`src/rtl/arb_pkg.sv`:
```
// Shared constants and types for the arbiter request queue.
// Default client count, counter width and the pending-count type.
package arb_pkg;

    localparam int CLIENTS_DEF   = 32;
    localparam int CNT_WIDTH_DEF = 4;

    typedef logic [CNT_WIDTH_DEF-1:0] pend_cnt_t;

    localparam pend_cnt_t PEND_MAX = '1;

endpackage

```
`src/rtl/arb_request_queue_if.sv`:
```
// Request/grant bundle between clients, the queue and rr_arbiter.
// master: drives pulses, grants, flags_clear; slave: the queue.
interface arb_request_queue_if
    import arb_pkg::*;
#(
    parameter int CLIENTS = CLIENTS_DEF
);

    logic [CLIENTS-1:0] req_pulse;
    logic [CLIENTS-1:0] grant;
    logic               flags_clear;
    logic [CLIENTS-1:0] request;
    logic               pending_any;
    logic [CLIENTS-1:0] overflow;
    logic               spurious_grant;

    modport master (
        output req_pulse,
        output grant,
        output flags_clear,
        input  request,
        input  pending_any,
        input  overflow,
        input  spurious_grant
    );

    modport slave (
        input  req_pulse,
        input  grant,
        input  flags_clear,
        output request,
        output pending_any,
        output overflow,
        output spurious_grant
    );

endinterface

```
`src/rtl/arb_req_counter.sv`:
```
// Per-client saturating pending counter with sticky overflow flag.
// Ports: pulse_i/grant_i/clear_i in; active_o, overflow_o, spur_o out.
module arb_req_counter
    import arb_pkg::*;
#(
    parameter int CNT_WIDTH = CNT_WIDTH_DEF
) (
    input  logic clock,
    input  logic reset,
    input  logic pulse_i,
    input  logic grant_i,
    input  logic clear_i,
    output logic active_o,
    output logic overflow_o,
    output logic spur_o
);

    localparam logic [CNT_WIDTH-1:0] MAX = '1;
    localparam logic [CNT_WIDTH-1:0] ONE = 1;

    logic [CNT_WIDTH-1:0] cnt_q, cnt_d;
    logic                 ovf_q, ovf_d;
    logic                 g;

    // A grant only counts when something is pending; otherwise it is spurious.
    assign g      = grant_i && (cnt_q != '0);
    assign spur_o = grant_i && (cnt_q == '0);

    always_comb begin
        cnt_d = cnt_q;
        ovf_d = clear_i ? 1'b0 : ovf_q;
        if (pulse_i && !g) begin
            if (cnt_q != MAX) cnt_d = cnt_q + ONE;
            else              ovf_d = 1'b1;
        end else if (!pulse_i && g) begin
            cnt_d = cnt_q - ONE;
        end
    end

    always_ff @(posedge clock or negedge reset) begin
        if (!reset) begin
            cnt_q <= '0;
            ovf_q <= 1'b0;
        end else begin
            cnt_q <= cnt_d;
            ovf_q <= ovf_d;
        end
    end

    assign active_o   = (cnt_q != '0);
    assign overflow_o = ovf_q;

endmodule

```
`src/rtl/arb_request_queue.sv`:
```
// Turns request pulses into level requests for rr_arbiter.
// Ports: clock, reset (async low), bus (slave side of the queue bundle).
module arb_request_queue
    import arb_pkg::*;
#(
    parameter int CLIENTS   = CLIENTS_DEF,
    parameter int CNT_WIDTH = CNT_WIDTH_DEF
) (
    input  logic                 clock,
    input  logic                 reset,
    arb_request_queue_if.slave   bus
);

    localparam logic [CLIENTS-1:0] ONE = 1;

    logic [CLIENTS-1:0] active;
    logic [CLIENTS-1:0] ovf;
    logic [CLIENTS-1:0] spur_det;
    logic               multi_hot;
    logic               spur_q, spur_d;

    for (genvar i = 0; i < CLIENTS; i++) begin : g_cnt
        arb_req_counter #(
            .CNT_WIDTH (CNT_WIDTH)
        ) u_cnt (
            .clock      (clock),
            .reset      (reset),
            .pulse_i    (bus.req_pulse[i]),
            .grant_i    (bus.grant[i]),
            .clear_i    (bus.flags_clear),
            .active_o   (active[i]),
            .overflow_o (ovf[i]),
            .spur_o     (spur_det[i])
        );
    end

    // More than one bit set in the grant vector.
    assign multi_hot = |(bus.grant & (bus.grant - ONE));

    // New events override a same-cycle clear.
    always_comb begin
        spur_d = bus.flags_clear ? 1'b0 : spur_q;
        if ((|spur_det) || multi_hot) spur_d = 1'b1;
    end

    always_ff @(posedge clock or negedge reset) begin
        if (!reset) spur_q <= 1'b0;
        else        spur_q <= spur_d;
    end

    assign bus.request        = active;
    assign bus.pending_any    = |active;
    assign bus.overflow       = ovf;
    assign bus.spurious_grant = spur_q;

endmodule

```
`src/flat_wrapper.sv`:
```
// flat-port wrapper written by rule: the top's interface ports become plain ports
module arb_request_queue_flat import arb_pkg::*;
#(
    parameter int CLIENTS   = CLIENTS_DEF,
    parameter int CNT_WIDTH = CNT_WIDTH_DEF
)
  (clock, reset, bus_req_pulse, bus_grant, bus_flags_clear, bus_request, bus_pending_any, bus_overflow, bus_spurious_grant);
  arb_request_queue_if #(.CLIENTS(CLIENTS)) bus_i ();
  input  logic clock;
  input  logic reset;
  input wire logic [$bits(bus_i.req_pulse)-1:0] bus_req_pulse;
  input wire logic [$bits(bus_i.grant)-1:0] bus_grant;
  input wire logic [$bits(bus_i.flags_clear)-1:0] bus_flags_clear;
  output wire logic [$bits(bus_i.request)-1:0] bus_request;
  output wire logic [$bits(bus_i.pending_any)-1:0] bus_pending_any;
  output wire logic [$bits(bus_i.overflow)-1:0] bus_overflow;
  output wire logic [$bits(bus_i.spurious_grant)-1:0] bus_spurious_grant;
  assign bus_i.req_pulse = bus_req_pulse;
  assign bus_i.grant = bus_grant;
  assign bus_i.flags_clear = bus_flags_clear;
  assign bus_request = bus_i.request;
  assign bus_pending_any = bus_i.pending_any;
  assign bus_overflow = bus_i.overflow;
  assign bus_spurious_grant = bus_i.spurious_grant;
  arb_request_queue #(.CLIENTS(CLIENTS), .CNT_WIDTH(CNT_WIDTH)) u_core (.clock(clock), .reset(reset), .bus(bus_i));
endmodule
```
`config.mk`:
```
export PLATFORM = sky130hd
export DESIGN_NAME = arb_request_queue_flat
export DESIGN_NICKNAME = d
export VERILOG_FILES = /design/src/rtl/arb_pkg.sv /design/src/rtl/arb_request_queue_if.sv /design/src/rtl/arb_req_counter.sv /design/src/rtl/arb_request_queue.sv /design/src/flat_wrapper.sv
export SDC_FILE = /design/constraint.sdc
export NUM_CORES = 1
export LEC_CHECK = 0
export CORE_UTILIZATION = 45
export CTS_CLUSTER_DIAMETER = 60
export DETAILED_ROUTE_END_ITERATION = 16
export GPL_TIMING_DRIVEN = 0
export PLACE_DENSITY = 0.74
export SYNTH_ARGS = -nofsm -noshare
export SYNTH_HDL_FRONTEND = slang
export SYNTH_SLANG_ARGS = --single-unit
export TNS_END_PERCENT = 30
```
`constraint.sdc`:
```
create_clock -name clock -period 3.2 [get_ports clock]
set_input_delay 0.8 -clock clock [delete_from_list [all_inputs] [get_ports clock]]
set_output_delay 0.8 -clock clock [all_outputs]
set_load 0.01 [all_outputs]
```
# Word-level counts from Yosys, hierarchy flattened

Cells that the tools add are included.

Word-level logic and storage cells: 714
Output and inout port bits: 66
Input bits: 67
Memories: 0
Register bits: 161
ROM bits: 0
Bits in latches: 0
RAM bits: 0

Eq/ne operators: 64
$mul: 0
Div/mod/pow operators: 0
Shift operators: 0
Add/sub/neg operators: 65
Bitwise gates (word level): 1
Reduce and logical (&&, ||, !) cells: 325
Multiplexer cells: 194
Order comparisons: 0

Operator list:

| cell                                                                  | count |
|---|---|
| 4-bit two-way mux                                                     | 96 |
| 4-bit by 1-bit adder with 4-bit output (second input constant)        | 32 |
| 1-bit logical AND                                                     | 128 |
| 4-bit zero test                                                       | 32 |
| 4-bit != test (second input constant)                                 | 32 |
| 4-bit nonzero test                                                    | 32 |
| 4-bit by 1-bit subtractor with 4-bit output (second input constant)   | 32 |
| 1-bit two-way mux                                                     | 98 |
| 32-bit OR reduction                                                   | 3 |
| 2-bit nonzero test                                                    | 33 |
| 1-bit zero test                                                       | 64 |
| 2-bit by 1-bit != test with 1-bit output (second input constant)      | 32 |
| 2-bit AND reduction                                                   | 32 |
| 32-bit AND                                                            | 1 |
| 32-bit by 1-bit subtractor with 32-bit output (second input constant) | 1 |
| 1-bit logical OR                                                      | 1 |

# Depth between registers and ports, before layout

Gate-level depths: netlist of run 1.

Depth in word-level cells: 6
Mapped depth: 10
Gate-level depth less buffers: 10

# By module

Synthesis of run 1 repeated with hierarchy kept, for this count alone.

Cell total of the unflattened synthesis: 1,302
Area total of the unflattened synthesis: 13,042.5 um^2

By module, submodules not included:

| module            | sequential area each (um^2) | instances | cells each | area each (um^2) |
|---|---|---|---|---|
| arb_req_counter   | 125.1                       | 32        | 38         | 390.4 |
| arb_request_queue | 25.0                        | 1         | 86         | 550.5 |

# Worst setup path after synthesis of run 1

Ideal clock, no wire load.

Path kind: input port to flip-flop
Start point: in bus_grant[14]
End point: reg u_core.spur_q, in the netlist u_core.bus.spurious_grant
Arrival time: 2.241 ns
Setup slack: 0.819 ns
Required time: 3.060 ns
Buffers on the path: 0
Stages: 6
Setup time: 0.140 ns
Cell sequence: or3_4 > nor3_4 > nand4b_4 > or3_1 > a221oi_1 > nand4_1

Cells in the longest elaborated chain, start to end: 5
Elaborated cells between the ends (all ways): 8
Those cells by class: add/sub (1); mux (1); bitwise (1); reduce/logical (5)

RTL lines:

| item                                                           | RTL line                | source |
|---|---|---|
| start: declaration                                             | flat_wrapper.sv:12      | `input wire logic [$bits(bus_i.grant)-1:0] bus_grant;` |
| 32-bit by 1-bit subtractor with 32-bit output                  | arb_request_queue.sv:38 | `assign multi_hot = \|(bus.grant & (bus.grant - ONE));` |
| 32-bit AND                                                     | arb_request_queue.sv:38 |  |
| 32-bit OR reduction                                            | arb_request_queue.sv:38 |  |
| 1-bit logical OR (*)                                           | arb_request_queue.sv:43 | `if ((\|spur_det) \|\| multi_hot) spur_d = 1'b1;` |
| 1-bit two-way mux / 2-bit nonzero test (equally long branches) | n/a                     |  |
| end signal: assignment                                         | arb_request_queue.sv:48 | `else spur_q <= spur_d;` |
| end: declaration                                               | arb_request_queue.sv:20 | `logic spur_q, spur_d;` |

Every way passes the cells marked *; elsewhere a longest branch is shown, timed or not.
A chain may end at the register's enable or synchronous reset.

# Worst setup path after layout of run 1

Start point: reg u_core.g_cnt[12].u_cnt.cnt_q[1]
End point: out bus_pending_any

Cells in the longest elaborated chain, start to end: 2

RTL lines:

| item                     | RTL line                | source |
|---|---|---|
| start: declaration       | arb_req_counter.sv:21   | `logic [CNT_WIDTH-1:0] cnt_q, cnt_d;` |
| start signal: assignment | arb_req_counter.sv:45   | `cnt_q <= cnt_d;` |
| 4-bit nonzero test       | arb_req_counter.sv:50   | `assign active_o = (cnt_q != '0);` |
| 32-bit OR reduction      | arb_request_queue.sv:52 | `assign bus.pending_any = \|active;` |
| end: declaration         | flat_wrapper.sv:15      | `output wire logic [$bits(bus_i.pending_any)-1:0] bus_pending_any;` |

No other way between the ends.

==> flow_metrics.py, run 1 <==
metrics = {
    "worst_setup_path": {
        "startpoint_type": "flop",
        "crit_fanout": 5,
        "worst_ep_required_time_ns": 2.40,
        "cp-end-kind": "output pin",
        "reg2reg_slack_ns": 0.51,
        "r2r_start": "u_core.g_cnt[1].u_cnt.cnt_q[0]$_DFFE_PN0P_",
        "endpoint": "bus_pending_any",
        "reg2reg_depth": 10,
        "critPathKind": "reg2out",
        "worstPathArrival_ns": 2.28,
        "crit_start": "u_core.g_cnt[12].u_cnt.cnt_q[1]$_DFFE_PN0P_",
        "r2r_end": "u_core.g_cnt[1].u_cnt.cnt_q[3]$_DFFE_PN0P_",
    },
    "logic_synthesis": {
        "synth-compound-area-share": 0.125,
        "synth_seq_cells": 161,
        "synth-simple-area-share": 0.135,
        "yosysUniqueCellTypes": 46,
        "syn_inst": 990,
        "syn-cell-area_um2": 10200,
        "synth.yosys.warnings": 0,
        "synth_edf_count": 0,
        "syn_nets": 1153,
        "synth_top_family_by_area": "adder cells",
        "synth_adder_area_share": 0.143,
        "async_flop_share": 1.00,
        "syn_avg_cell_area_um2": 10.4,
        "synth_flop_cell": "dfrtp_1",
        "synth_mux_area_frac": 0.0352,
        "ys_seq_area_frac": 0.393,
        "synth-xor-area-share": 0.109,
    },
    "timing": {
        "skew_ns": 0.00777,
        "fin_hold_ws_ns": 0.355,
        "fmax_mhz": 324,
        "layout_setup_ws_ns": 0.118,
        "slew_violations": 0,
        "final_hold_viol_count": 0,
        "fin_crit_sh": 0.963,
        "slew_headroom": 0.448,
        "worst_pin_slew_ns": 0.828,
        "rsz0062_at_grt": "false",
        "finalCriticalPeriod_ns": 3.08,
        "finalSetupViolCount": 0,
    },
    "detailed_routing": {
        "avgRoutedWirePerCell_um": 16.8,
        "drt_wl_total_um": 24200,
        "via_per_inst": 5.53,
        "drt_iter0_drc": 401,
        "via_count": 7933,
        "ant_nets": 0,
        "drc": 0,
        "firstDrtPassIters": 5,
    },
    "floorplanning": {
        "start_util": 0.464,
        "core-area_um2": 22100,
        "rows": 54,
        "dieArea_um2": 23400,
        "die_h_um": 153,
        "io_pins": 133,
        "die_width_um": 153,
    },
    "cts": {
        "cts_tree": "built",
        "numCtsBuffers": 17,
        "cts.hold.buffers_added": 0,
        "h-tree-depth": 4,
        "cts_root_buf": "clkbuf_16",
        "clkSinkCount": 161,
        "path_clk_slew_ns": 0.06,
        "clk_path_buf_depth": 2,
        "cts_setup_buffers": 0,
        "clk_latency_ns": 0.43,
    },
    "finish": {
        "area_delta_synth_final_pct": 25.8,
        "drive_above_1_share": 0.145,
        "utilization": 0.584,
        "fin_cells": 1435,
        "layout_commonest_cell": "dfrtp_1",
        "fill_cells": 1837,
        "final_cell_mix": "dfrtp_1 (161), clkdlybuf4s50_1 (130), nand2_1 (102)",
        "nNetsFinal": 1305,
        "diodes": 0,
    },
    "power_and_ir_drop": {
        "power_mw": 11.7,
        "p_leak_nw": 5.29,
        "ir_drop_uv": 401,
        "p_per_area_nw_per_um2": 911,
    },
    "grt": {
        "grt_pass1_vias": 7807,
        "grt_max_degree": 82,
        "antenna_found_initial": 1,
        "grt.total_usage": 0.217,
        "overflow": 0,
        "grt_pass1_wl_um": 40100,
    },
    "placement": {
        "place_ws_ns": -0.0829,
        "place_inst": 1403,
        "gp_congestion": 0.867,
        "portBuffers": 132,
        "dpl.hpwl_um": 18100,
    },
    "flow_run": {
        "cap_violations": 0,
    },
    "worst_hold_path": {
        "hold_class": "in2async",
    },
    "status": {
        "status": "complete, no violations",
    },
}
-- flip-flops by register name, summed over array words and instances, names as in the netlist --
signal,flops
u_core.g_cnt.u_cnt.cnt_q,128
u_core.bus.spurious_grant,1
u_core.g_cnt.u_cnt.overflow_o,32
-- kinds of logic (layout without fill, tap and decap cells) --
| kind of cell | after synthesis | after routing |
|---|---|---|
| and+or+nand+nor | 275 | 275 |
| AOI/OAI and AO/OA | 196 | 196 |
| DFF | 161 | 161 |
| xor gates and xnor gates | 128 | 128 |
| buffers and inverters | 100 | 265 |
| adders and majority gates | 98 | 98 |
| muxes | 32 | 32 |
-- layout make-up --
| cell class | count | area [um^2] | area share |
|---|---|---|---|
| Inverter | 33 | 124 | 0.00961 |
| Timing Repair Buffer | 133 | 1350 | 0.105 |
| Clock buffer | 21 | 480 | 0.0373 |
| Clock inverter | 11 | 175 | 0.0136 |
| Sequential cell | 161 | 4030 | 0.312 |
| Multi-Input combinational cell | 729 | 5890 | 0.457 |
| Tap cell | 280 | 350 | 0.0272 |
| Buffer | 67 | 492 | 0.0381 |
-- through the flow --
step                cell area [um^2]  setup TNS, ns
finish                         12900              0
detailed placement             12000        -0.0829
global placement               11900        -898.83
CTS                            12900              0
global route                   12900              0
floorplan                      10200              0
-- worst max-delay path, stage by stage, from the launching register on --
cell	delay [ns]
dfrtp_1	0.47
nor4_4	0.40
nand4_1	0.19
nor4_2	0.36
nand4_1	0.11
dlygate4sd2_1	0.33
-- metal layers --
layer  share of wire  up-vias  GRT usage
li1                -     3810          -
met1            0.45     3849      0.299
met2            0.46      228      0.341
met3           0.056       44     0.0485
met4           0.025        2     0.0688
met5         0.00046        -          0
-- report_power, final --
group	leakage [nW]	switching [mW]	total, mW	internal [mW]
combinational	3.05	2.22	5.06	2.85
sequential	1.93	1.46	4.43	2.98
clock	0.316	0.858	2.25	1.39
-- worst min-delay path by stage --
stage | start | to | slack [ns] | cells after the start
global placement | u_core.g_cnt[23].u_cnt.overflow_o$_DFF_PN0_ | u_core.g_cnt[23].u_cnt.overflow_o$_DFF_PN0_ | 0.47 | 1
CTS | reset | u_core.g_cnt[30].u_cnt.cnt_q[1]$_DFFE_PN0P_ | 0.38 | 1
floorplan | u_core.g_cnt[0].u_cnt.overflow_o$_DFF_PN0_ | u_core.g_cnt[0].u_cnt.overflow_o$_DFF_PN0_ | 0.46 | 1
finish | reset | u_core.g_cnt[30].u_cnt.cnt_q[1]$_DFFE_PN0P_ | 0.35 | 1
detailed placement | u_core.g_cnt[26].u_cnt.overflow_o$_DFF_PN0_ | u_core.g_cnt[26].u_cnt.overflow_o$_DFF_PN0_ | 0.47 | 1
global route | reset | u_core.g_cnt[29].u_cnt.cnt_q[3]$_DFFE_PN0P_ | 0.40 | 1
-- timing repair --
item,CTS,global route
resized for setup,40,2
pin swaps,4,1
setup endpoints to repair,11,1
-- cells in the mapped netlist, types with 5 or more instances --
| cell | n | share of area |
|---|---|---|
| o21ai_1 | 32 | 0.016 |
| a21oi_1 | 67 | 0.033 |
| or4_1 | 6 | 0.0044 |
| fa_1 | 32 | 0.062 |
| nand3_1 | 33 | 0.016 |
| nor4_1 | 31 | 0.019 |
| nand4_1 | 41 | 0.025 |
| inv_1 | 33 | 0.012 |
| dfrtp_1 | 161 | 0.39 |
| o21ai_0 | 6 | 0.0029 |
| a221oi_1 | 5 | 0.0043 |
| buf_4 | 64 | 0.047 |
| mux2_2 | 32 | 0.035 |
| nor2_1 | 43 | 0.016 |
| a21o_1 | 31 | 0.023 |
| ha_1 | 64 | 0.078 |
| xor2_1 | 32 | 0.027 |
| o2bb2ai_1 | 33 | 0.028 |
| xnor2_1 | 96 | 0.082 |
| nand2_1 | 102 | 0.037 |
Note: power is estimated with default switching activity, not from simulation.
==> inputs of run 2 (changes only) <==
Clock period 3.2 ns to 3.8 ns, I/O delays scaled along.
==> run 2 against run 1 <==
Net effect:
- final cell count unchanged
- power down 18%
- die area unchanged
- global-route usage down 0.35 points
- combinational power down 17%
==> flow_metrics.py, run 2 (same netlist as run 1, synthesis figures left out) <==
metrics = {
    "cts": {
        "cts_setup_buffers": 0,
        "numCtsBuffers": 17,
        "path_clk_slew_ns": 0.07,
        "clk_path_buf_depth": 2,
        "h-tree-depth": 4,
        "cts.hold.buffers_added": 0,
        "clkSinkCount": 161,
        "cts_tree": "built",
        "clk_latency_ns": 0.43,
        "cts_root_buf": "clkbuf_16",
    },
    "detailed_routing": {
        "wl_met1_um": 11100,
        "via_per_inst": 5.49,
        "met2_length_um": 11100,
        "via_count": 7878,
        "firstDrtPassIters": 7,
        "routed.top_layer": "met5",
        "drt_iter0_drc": 450,
        "met3_length_um": 1210,
        "drt_wl_total_um": 23900,
        "avgRoutedWirePerCell_um": 16.7,
        "ant_nets": 0,
        "drc": 0,
    },
    "timing": {
        "skew_ns": 0.00912,
        "slew_violations": 0,
        "fmax_mhz": 270,
        "finalSetupTns_ns": 0,
        "fin_crit_sh": 0.975,
        "finalSetupViolCount": 0,
        "finalCriticalPeriod_ns": 3.71,
        "worst_pin_slew_ns": 0.824,
        "rsz0062_at_grt": "false",
        "final_hold_viol_count": 0,
        "slew_headroom": 0.446,
    },
    "grt": {
        "antenna_found_initial": 1,
        "grt_pass1_wl_um": 39500,
        "grt.total_usage": 0.214,
        "grt_pass1_vias": 7727,
        "overflow": 0,
        "grt_max_degree": 82,
    },
    "worst_setup_path": {
        "crit_fanout": 5,
        "critPathTopFamily": "simple AND/OR/NAND/NOR gates",
        "crit_cells": 5,
        "critPathKind": "reg2out",
        "cp_slowest_cell": "nor4_1",
        "crit_chain": "nor4_1 > nand4_1 > nor4_1 > nand4_1 > clkdlybuf4s50_1",
        "worst_ep_required_time_ns": 2.85,
        "cp_num_buf_inv": 1,
        "critPathMaxStageDelay_ns": 0.63,
        "startpoint_type": "flop",
        "cp-end-kind": "output pin",
        "reg2reg_depth": 10,
        "worstPathArrival_ns": 2.76,
    },
    "flow_run": {
        "cap_violations": 0,
    },
    "power_and_ir_drop": {
        "p_per_area_nw_per_um2": 763,
        "ir_drop_uv": 337,
        "p_leak_nw": 5.26,
    },
    "floorplanning": {
        "die_width_um": 153,
        "io_pins": 133,
        "core-area_um2": 22100,
        "rows": 54,
        "die_h_um": 153,
        "start_util": 0.464,
        "dieArea_um2": 23400,
    },
    "finish": {
        "fin_cells": 1435,
        "drive_above_1_share": 0.136,
        "area_delta_synth_final_pct": 23.9,
        "layout_commonest_cell": "dfrtp_1",
        "diodes": 0,
        "multiInputGateArea_um2": 5700,
        "top_register": "u_core.g_cnt.u_cnt.cnt_q",
        "largest_reg_flops": 128,
        "fill_cells": 1859,
        "final_area_um2": 12700,
        "seqCellArea_um2": 4030,
        "final_cell_mix": "dfrtp_1 (161), clkdlybuf4s50_1 (131), nand2_1 (102)",
        "nNetsFinal": 1305,
    },
    "placement": {
        "dpl.hpwl_um": 18100,
        "gp_congestion": 0.867,
        "place_area_um2": 12000,
        "portBuffers": 132,
        "place_inst": 1403,
    },
    "worst_hold_path": {
        "hold_class": "reg2reg",
        "whs_path_depth": 1,
    },
    "status": {
        "status": "complete, no violations",
    },
}
run 2: metal layers:
layer	up-vias	global-route usage
li1	3807	-
met1	3840	0.293
met2	197	0.336
met3	32	0.0491
met4	2	0.0664
met5	-	0
run 2: timing repair:
item / 4_1_cts / 5_1_grt
pin swaps: 0 / 0
setup endpoints to repair: 1 / 1
resized for setup: 8 / 7
run 2: path summary, 6_finish.rpt:
kind / from / end / slack, ns
max: u_core.g_cnt[10].u_cnt.cnt_q[0]$_DFFE_PN0P_ / bus_pending_any / 0.09
min: u_core.g_cnt[26].u_cnt.overflow_o$_DFF_PN0_ / u_core.g_cnt[26].u_cnt.overflow_o$_DFF_PN0_ / 0.48
max reg2reg: u_core.g_cnt[17].u_cnt.cnt_q[0]$_DFFE_PN0P_ / u_core.g_cnt[17].u_cnt.cnt_q[3]$_DFFE_PN0P_ / 1.05
min reg2reg: u_core.g_cnt[26].u_cnt.overflow_o$_DFF_PN0_ / u_core.g_cnt[26].u_cnt.overflow_o$_DFF_PN0_ / 0.48
max in group asynchronous: reset / u_core.g_cnt[23].u_cnt.cnt_q[2]$_DFFE_PN0P_ / 2.47
min in group asynchronous: reset / u_core.g_cnt[29].u_cnt.cnt_q[3]$_DFFE_PN0P_ / 0.50
run 2: layout make-up:
class | instances | share of cell area
multi-input combinational | 729 | 0.449
tap | 280 | 0.0276
sequential | 161 | 0.317
clock inverter | 11 | 0.0138
inverter | 33 | 0.00975
clock buffer | 21 | 0.0378
timing repair buffer | 133 | 0.107
buffer | 67 | 0.0387
run 2: power by group:
part	switching (mW)	internal [mW]	total, mW
Combinational	1.86	2.35	4.21
Sequential	1.07	2.51	3.58
Clock	0.725	1.17	1.90
Total	3.65	6.03	9.69
run 2: through the flow:
stage / utilization / power [mW] / hold WS (ns) / setup WS [ns]
6_report: 0.575 / 9.69 / 0.482 / 0.0943
5_1_grt: 0.575 / 10.5 / 0.505 / 0.0281
4_1_cts: 0.573 / 9.70 / 0.491 / 0.0347
3_5_place_dp: 0.541 / 7.72 / 0.475 / 0.367
3_3_place_gp: 0.540 / 7.46 / 0.471 / -5.15
2_1_floorplan: - / 6.53 / 0.456 / 1.27
==> inputs of run 3 (changes only) <==
Settings changed: CELL_PAD_IN_SITES_DETAIL_PLACEMENT set to 0, CELL_PAD_IN_SITES_GLOBAL_PLACEMENT set to 2, CORE_UTILIZATION 45 to 39, PLACE_DENSITY 0.74 to 0.93.
==> run 3 against run 2 <==
Net effect:
- sequential share of layout area is 0.18 points lower
- register-to-register slack better by 0.08 ns
- count of clock-buffer cells in the layout is 2 lower
- sequential power hardly changed
- power is 1.1% lower
- die area is 15% higher
- utilization is 7.3 points lower
- clock skew hardly changed
- global-route usage is 2.2 points lower
- combinational power is 1% lower
- critical endpoint unchanged
==> flow_metrics.py, run 3 (same netlist as run 1, synthesis figures left out) <==
metrics = {
    "finish": {
        "top_register": "u_core.g_cnt.u_cnt.cnt_q",
        "seqCellArea_um2": 4030,
        "final_area_um2": 12800,
        "area_delta_synth_final_pct": 24.7,
        "final_cell_mix": "dfrtp_1 (161), clkdlybuf4s50_1 (131), nand2_1 (102)",
        "layout_commonest_cell": "dfrtp_1",
        "drive_above_1_share": 0.139,
        "fill_cells": 2327,
        "utilization": 0.502,
        "multiInputGateArea_um2": 5750,
        "largest_reg_flops": 128,
        "nNetsFinal": 1305,
    },
    "detailed_routing": {
        "drt_iter0_drc": 429,
        "drc": 0,
        "ant_nets": 0,
        "avgRoutedWirePerCell_um": 16.6,
        "firstDrtPassIters": 6,
        "via_count": 7714,
        "drt_wl_total_um": 24600,
        "via_per_inst": 5.19,
    },
    "cts": {
        "clk_latency_ns": 0.43,
        "cts_root_buf": "clkbuf_16",
        "cts.hold.buffers_added": 0,
        "path_clk_slew_ns": 0.07,
        "clkSinkCount": 161,
        "cts_setup_buffers": 0,
        "cts_resized": 16,
        "cts_tree": "built",
        "clk_path_buf_depth": 2,
        "h-tree-depth": 4,
        "numCtsBuffers": 17,
    },
    "floorplanning": {
        "dieArea_um2": 26900,
        "core-area_um2": 25500,
        "die_width_um": 164,
        "rows": 58,
        "start_util": 0.402,
        "die_h_um": 164,
        "io_pins": 133,
    },
    "worst_setup_path": {
        "cp_num_buf_inv": 1,
        "r2r_start": "u_core.g_cnt[1].u_cnt.cnt_q[0]$_DFFE_PN0P_",
        "cp-end-kind": "output pin",
        "crit_chain": "nor4_2 > nand4_1 > nor4_1 > nand4_1 > clkdlybuf4s50_1",
        "critPathKind": "reg2out",
        "worstPathArrival_ns": 2.78,
        "cpMostUsedCell": "nand4_1",
        "critPathTopFamily": "simple AND/OR/NAND/NOR gates",
        "cp_slowest_cell": "nor4_2",
        "startpoint_type": "flop",
        "critPathMaxStageDelay_ns": 0.59,
        "worst_ep_required_time_ns": 2.85,
        "reg2reg_depth": 10,
        "r2r_end": "u_core.g_cnt[1].u_cnt.cnt_q[3]$_DFFE_PN0P_",
        "crit_fanout": 5,
        "reg2reg_slack_ns": 1.13,
    },
    "timing": {
        "worst_pin_slew_ns": 0.908,
        "fmax_mhz": 268,
        "fin_crit_sh": 0.983,
        "skew_ns": 0.00897,
        "finalCriticalPeriod_ns": 3.73,
        "finalSetupViolCount": 0,
        "slew_violations": 0,
        "slew_headroom": 0.394,
        "final_hold_viol_count": 0,
        "fin_hold_ws_ns": 0.480,
        "rsz0062_at_grt": "false",
    },
    "grt": {
        "grt.total_usage": 0.192,
        "grt_max_degree": 87,
        "antenna_found_initial": 1,
        "overflow": 0,
        "grt_pass1_vias": 7504,
        "grt_pass1_wl_um": 39800,
    },
    "power_and_ir_drop": {
        "clock_power_share": 0.188,
        "p_comb_frac": 0.435,
        "switchingPower_mw": 3.66,
        "pwr-share-seq": 0.377,
        "ir_drop_uv": 350,
        "p_per_area_nw_per_um2": 750,
        "p_leak_nw": 5.24,
        "p_sw_frac": 0.382,
        "intPower_mw": 5.92,
        "power_mw": 9.58,
    },
    "worst_hold_path": {
        "hold_class": "in2async",
    },
    "placement": {
        "place_area_um2": 12000,
        "portBuffers": 132,
        "gp_congestion": 0.838,
        "dpl.hpwl_um": 18600,
    },
    "status": {
        "status": "complete, no violations",
    },
    "flow_run": {
        "cap_violations": 0,
    },
}
run 3: worst max path at each step:
stage	from	endpoint	slack, ns	cells after the start
floorplan	bus_grant[14]	u_core.bus.spurious_grant$_DFFE_PN0P_	1.27	6
global placement	reset	u_core.g_cnt[7].u_cnt.overflow_o$_DFF_PN0_	-5.31	1
detailed placement	u_core.g_cnt[13].u_cnt.cnt_q[0]$_DFFE_PN0P_	bus_pending_any	0.18	5
CTS	u_core.g_cnt[26].u_cnt.cnt_q[0]$_DFFE_PN0P_	bus_pending_any	0.02	5
global route	u_core.g_cnt[3].u_cnt.cnt_q[0]$_DFFE_PN0P_	bus_pending_any	0.004	5
finish	u_core.g_cnt[3].u_cnt.cnt_q[0]$_DFFE_PN0P_	bus_pending_any	0.07	5
run 3: cell type report:
class | count | share of cell area
Tap cell | 330 | 0.0323
Clock buffer | 19 | 0.0354
Antenna cell | 1 | 0.000196
Clock inverter | 12 | 0.0125
Sequential cell | 161 | 0.315
Timing Repair Buffer | 133 | 0.106
Inverter | 33 | 0.00969
Buffer | 67 | 0.0385
Multi-Input combinational cell | 729 | 0.450
run 3: power by group through the flow:
stage | registers [mW] | clock network [mW] | logic, mW
after floorplan | 3.31 | 0 | 3.22
after global placement | 3.51 | 0 | 4.02
after detailed placement | 3.52 | 0 | 4.17
after CTS | 3.57 | 1.84 | 4.21
after global routing | 3.77 | 1.91 | 4.77
final | 3.61 | 1.80 | 4.17
run 3: metrics by stage:
| stage | instances | TNS, ns | setup WS (ns) |
|---|---|---|---|
| after floorplan | 990 | 0 | 1.27 |
| after global placement | 1452 | -852.89 | -5.31 |
| after detailed placement | 1453 | 0 | 0.179 |
| after CTS | 1484 | 0 | 0.0166 |
| after global routing | 1484 | 0 | 0.00367 |
| final | 1485 | 0 | 0.0657 |
run 3: routing by layer:
metal	GRT usage	part of all wire	up-vias
met3	0.0407	0.054	15
met2	0.307	0.46	150
li1	-	-	3809
met5	0	0	-
met4	0.0459	0.010	0
met1	0.264	0.48	3740
